==> src/rtl/mac_frame_fifo.sv <==
// Store-and-forward frame FIFO: frames become readable only once committed error-free; bad or overflowed frames are rewound.
// Optional statistics counters are enabled by defining MAC_FRAME_FIFO_STATS_EN.
module mac_frame_fifo #(
  parameter int DATA_W       = 8,
  parameter int DEPTH        = 64,
  parameter int AFULL_THRESH = DEPTH - 8
) (
  input  logic                       clk,
  input  logic                       rst_n,
  input  logic                       wr_valid,
  input  logic [DATA_W-1:0]          wr_data,
  input  logic                       wr_last,
  input  logic                       wr_error,
  output logic                       wr_ready,
  output logic                       rd_valid,
  output logic [DATA_W-1:0]          rd_data,
  output logic                       rd_last,
  input  logic                       rd_ready,
  output logic [$clog2(DEPTH):0]     level,
  output logic                       almost_full,
`ifdef MAC_FRAME_FIFO_STATS_EN
  output logic [15:0]                frames_committed,
  output logic [15:0]                frames_dropped,
`endif
  output logic                       frame_dropped
);

  localparam int ADDR_W = $clog2(DEPTH);
  localparam logic [ADDR_W:0] DEPTH_P = (ADDR_W+1)'(DEPTH);
  localparam logic [ADDR_W:0] AFULL_P = (ADDR_W+1)'(AFULL_THRESH);

  logic [ADDR_W:0] wr_ptr;
  logic [ADDR_W:0] commit_ptr;
  logic [ADDR_W:0] rd_ptr;
  logic            ovf_flag;
  logic [DATA_W:0] mem [DEPTH];

  logic [ADDR_W:0] used;
  logic            full;
  logic            write_ok;
  logic            commit_ev;
  logic            drop_ev;
  logic            pop;
  logic [DATA_W:0] head;

  assign used      = wr_ptr - rd_ptr;
  assign full      = (used == DEPTH_P);
  assign write_ok  = wr_valid & ~full & ~ovf_flag;
  // Any last beat that does not commit cleanly (error, overflow, or lost to full) drops the frame.
  assign commit_ev = write_ok & wr_last & ~wr_error;
  assign drop_ev   = wr_valid & wr_last & ~commit_ev;
  assign pop       = rd_valid & rd_ready;

  assign wr_ready    = ~full;
  assign rd_valid    = (rd_ptr != commit_ptr);
  assign head        = mem[rd_ptr[ADDR_W-1:0]];
  assign rd_data     = rd_valid ? head[DATA_W-1:0] : '0;
  assign rd_last     = rd_valid & head[DATA_W];
  assign level       = commit_ptr - rd_ptr;
  assign almost_full = (used >= AFULL_P);

  always_ff @(posedge clk) begin
    if (write_ok) begin
      mem[wr_ptr[ADDR_W-1:0]] <= {wr_last, wr_data};
    end
  end

  always_ff @(posedge clk or negedge rst_n) begin
    if (!rst_n) begin
      wr_ptr        <= '0;
      commit_ptr    <= '0;
      rd_ptr        <= '0;
      ovf_flag      <= 1'b0;
      frame_dropped <= 1'b0;
    end else begin
      if (pop) begin
        rd_ptr <= rd_ptr + 1'b1;
      end
      if (commit_ev) begin
        wr_ptr     <= wr_ptr + 1'b1;
        commit_ptr <= wr_ptr + 1'b1;
      end else if (drop_ev) begin
        wr_ptr   <= commit_ptr;
        ovf_flag <= 1'b0;
      end else if (write_ok) begin
        wr_ptr <= wr_ptr + 1'b1;
      end else if (wr_valid & full & ~wr_last) begin
        ovf_flag <= 1'b1;
      end
      frame_dropped <= drop_ev;
    end
  end

`ifdef MAC_FRAME_FIFO_STATS_EN
  always_ff @(posedge clk or negedge rst_n) begin
    if (!rst_n) begin
      frames_committed <= '0;
      frames_dropped   <= '0;
    end else begin
      if (commit_ev && frames_committed != 16'hFFFF) begin
        frames_committed <= frames_committed + 16'd1;
      end
      if (drop_ev && frames_dropped != 16'hFFFF) begin
        frames_dropped <= frames_dropped + 16'd1;
      end
    end
  end
`endif

endmodule

==> config.mk <==
export PLATFORM = sky130hd
export DESIGN_NAME = mac_frame_fifo
export DESIGN_NICKNAME = d
export VERILOG_FILES = /design/src/rtl/mac_frame_fifo.sv
export SDC_FILE = /design/constraint.sdc
export NUM_CORES = 1
export LEC_CHECK = 0
export ABC_AREA = 1
export CAP_MARGIN = 20
export CORE_MARGIN = 4
export CORE_UTILIZATION = 37
export DETAILED_ROUTE_END_ITERATION = 8
export PLACE_DENSITY = 0.63
export SETUP_SLACK_MARGIN = 0.15
export SLEW_MARGIN = 20
export SYNTH_ARGS = -nofsm -noshare
export SYNTH_HDL_FRONTEND = slang
export SYNTH_SLANG_ARGS = --single-unit
==> constraint.sdc <==
create_clock -name clk -period 3.95 [get_ports clk]
set_input_delay 0.9875 -clock clk [delete_from_list [all_inputs] [get_ports clk]]
set_output_delay 0.9875 -clock clk [all_outputs]
set_load 0.02 [all_outputs]
==> flow_summary.ini <==
[outcome]
outcome = completed

[routing]
viasPerCell = 5.483
wl_um = 69240
remaining_drc_errors = 0
postRouteAntennaNets = 0
drt_iter0_drc = 1973
wl_per_cell_um = 22.39
vias = 16950
drt_pass1_iterations = 5

[sta]
slew_viol_final = 0
hold_viol_final = 0
slew_headroom_pct = 24.09
finalCritPeriodShare_pct = 97.08
setup_viol = 0
grt_setup_unrepaired = true
whs_ns = 0.4978
fin_crit_ns = 3.835
fin_setup_tns_ns = 0
max_freq_mhz = 260.8
worst_pin_slew_ns = 1.139
skew_ns = 0.02822

[clock_tree]
htreeDepth = 2
clk_latency_ns = 0.63
root_buffer = clkbuf_16
cts_tree = yes
clk_path_buf_depth = 3
cts_hold_buf = 0
clk_pin_slew_ns = 0.07
numCtsBuffers = 58
cts_sinks = 599

[yosys]
synth-edff-count = 576
yosys.area_share.simple_pct = 14.71
synthMuxAreaShare_pct = 0
synthAdderAreaFrac_pct = 0.7895
synth_compound_area_share_pct = 8.507
netlist_instances = 2042
async_flop_share_pct = 3.840
synth.distinct_cells = 38
seq_area_frac_synth_pct = 72.29
syn_nets = 2071
synth_top_family_by_area = simple AND/OR/NAND/NOR gates
ys.flop_type = edfxtp_1
yosys_warnings = 0
syn_area_um2 = 24720
synthXorXnorAreaFrac_pct = 0.6022
syn_avg_cell_area_um2 = 12.11
ys_seq_elements = 599

[finish]
final_nets = 2213
drive_gt1_share_pct = 16.02
stdcell_count = 3092
layout-area-overhead-vs-synth_pct = 20.16
stdcell_area_um2 = 29710
diodes = 0

[grt]
grt_pass1_wl_um = 103400
grt_usage_pct = 19.10
grt_max_degree = 64
grt_pass1_vias = 16420
antenna_found_initial = 0
grt.overflow.total = 0

[floorplanning]
pin_count = 34
start_util_pct = 37.47
dieHeight_um = 266.5
core_um2 = 65980
die-area_um2 = 71020
die_width_um = 266.5
rows = 94

[power_and_ir_drop]
power.density_nw_per_um2 = 779.4
power.leakage_nw = 10.37
max-vdd-ir-drop_v = 0.0007632

[setup_path]
endpoint_kind = output pin
cp_max_fo = 13
criticalPathCategory = register to output pin
worstSetupStartpointType = register
crit_arrival_ns = 2.85
required_ns = 2.96

[place]
placed_cell_area_um2 = 26700
dpl.cell_count = 2951
routabilityCongestion = 0.8636
port_buffers = 33
hpwlAfterDp_um = 40120

[hold_path]
hp-class = register to register

[flow_run]
drv_cap = 0
==> power breakdown <==
group	total, mW	switching (mW)	internal [mW]
Combinational	10.0	6.36	3.64
Clock	5.68	2.36	3.32
Sequential	7.47	0.201	7.27
Total	23.2	8.92	14.2
==> cell usage after synthesis, drive strengths merged, types with 5 or more instances <==
master | number | area, um^2
buf | 68 | 414.1
ha | 14 | 175.2
xor2 | 13 | 113.9
nand3 | 184 | 930.9
o211ai | 38 | 285.3
edfxtp | 576 | 17300
a31oi | 9 | 56.30
nand2 | 318 | 1199
o22ai | 54 | 337.8
nor3 | 5 | 35.03
a21oi | 19 | 95.09
clkbuf | 50 | 187.7
o21ai | 230 | 1151
nor2 | 362 | 1366
o221ai | 16 | 140.1
inv | 41 | 153.9
dfrtp | 23 | 575.6
==> cell type report <==
cell class	instances	area (um^2)
fillers	5819	36270
flip-flops and latches	599	17880
multi-input cells	1281	6386
repair buffers	198	2205
clock buffers	71	1521
well taps	864	1081
clock inverters	33	410.4
inverters	44	196.4
repair inverters	2	27.53
==> logic make-up after synthesis <==
kind of cell             count (synthesis)
AO/OA/AOI/OAI                          371
XOR/XNOR                                17
AND/OR/NAND/NOR                        878
adder cells (fa/ha/maj)                 15
flip-flops                             599
buffers and inverters                  162
==> flip-flops by register name, summed over array words and instances (netlist names) <==
register and cells:
wr_ptr 7, rd_ptr 7, mem 576, frame_dropped 1
commit_ptr 7, ovf_flag 1
==> worst paths after layout <==
check                                from         end  slack, ns  cells past startpoint
worst max register to register  rd_ptr[0]  mem[44][7]       0.28                     21
max in group asynchronous           rst_n   rd_ptr[0]       2.54                      2
min in group asynchronous           rst_n    ovf_flag       0.77                      1
worst min-delay path             ovf_flag    ovf_flag       0.50                      2
worst min register to register   ovf_flag    ovf_flag       0.50                      2
worst max-delay path            rd_ptr[0]  rd_data[1]       0.12                     12
==> per-layer routing <==
| metal | up-vias | part of all wire (%) | global-route usage, % |
|---|---|---|---|
| met5 | - | 0 | 0 |
| met4 | 0 | 2.7 | 6.511 |
| met3 | 115 | 7.9 | 2.434 |
| met2 | 749 | 48 | 31.20 |
| met1 | 8448 | 41 | 26.66 |
| li1 | 7640 | - | - |
==> worst max-delay path, cell delays in order (launching register included) <==
cell and delay [ns]:
dfrtp_4 0.47, buf_12 0.15, buf_16 0.15, buf_12 0.14
nor2_1 0.05, nor2_1 0.08, o21ai_0 0.12, o211ai_1 0.16
nand3_1 0.24, a21oi_2 0.27, a21oi_2 0.10, nor2_2 0.13
buf_4 0.16
==> through the flow <==
step | setup WS, ns | total power [mW] | util, %
after floorplan | 0.6679 | 12.73 | -
after global placement | 0.1965 | 15.92 | 40.46
after detailed placement | 0.1594 | 16.04 | 40.46
after CTS | 0.04811 | 22.70 | 44.49
after global routing | 0.003833 | 24.26 | 45.02
final | 0.1153 | 23.15 | 45.02
==> what timing repair did <==
| item | in CTS | in global routing |
|---|---|---|
| buffers inserted | 14 | 8 |
| cloned | 13 | 2 |
| setup endpoints to repair | 15 | 15 |
| resized for setup | 141 | 66 |
| pin swaps | 32 | 38 |
==> cells in the final DEF (no fill, tap or decap), types with 4 or more instances in the layout <==
master | netlist | layout
a21oi_1 | 19 | 13
a21oi_2 | 0 | 6
a31oi_1 | 9 | 8
buf_12 | 0 | 20
buf_16 | 0 | 15
buf_2 | 46 | 10
buf_4 | 9 | 125
buf_6 | 9 | 7
buf_8 | 0 | 4
bufinv_16 | 0 | 9
clkbuf_1 | 50 | 12
clkbuf_16 | 0 | 61
clkdlybuf4s50_1 | 0 | 8
clkinv_1 | 3 | 16
clkinvlp_4 | 0 | 4
dfrtp_1 | 23 | 21
edfxtp_1 | 576 | 576
ha_1 | 14 | 13
inv_1 | 37 | 37
nand2_1 | 316 | 293
nand2_2 | 2 | 20
nand2_4 | 0 | 5
nand3_1 | 182 | 165
nand3_2 | 2 | 18
nand3b_1 | 4 | 4
nor2_1 | 361 | 340
nor2_2 | 0 | 18
nor2_4 | 1 | 4
o211ai_1 | 38 | 38
o21ai_0 | 229 | 217
o21ai_1 | 1 | 13
o221ai_1 | 16 | 13
o22ai_1 | 54 | 53
xnor2_1 | 4 | 4
xor2_1 | 13 | 13
Note: power is estimated with default switching activity, not from simulation.
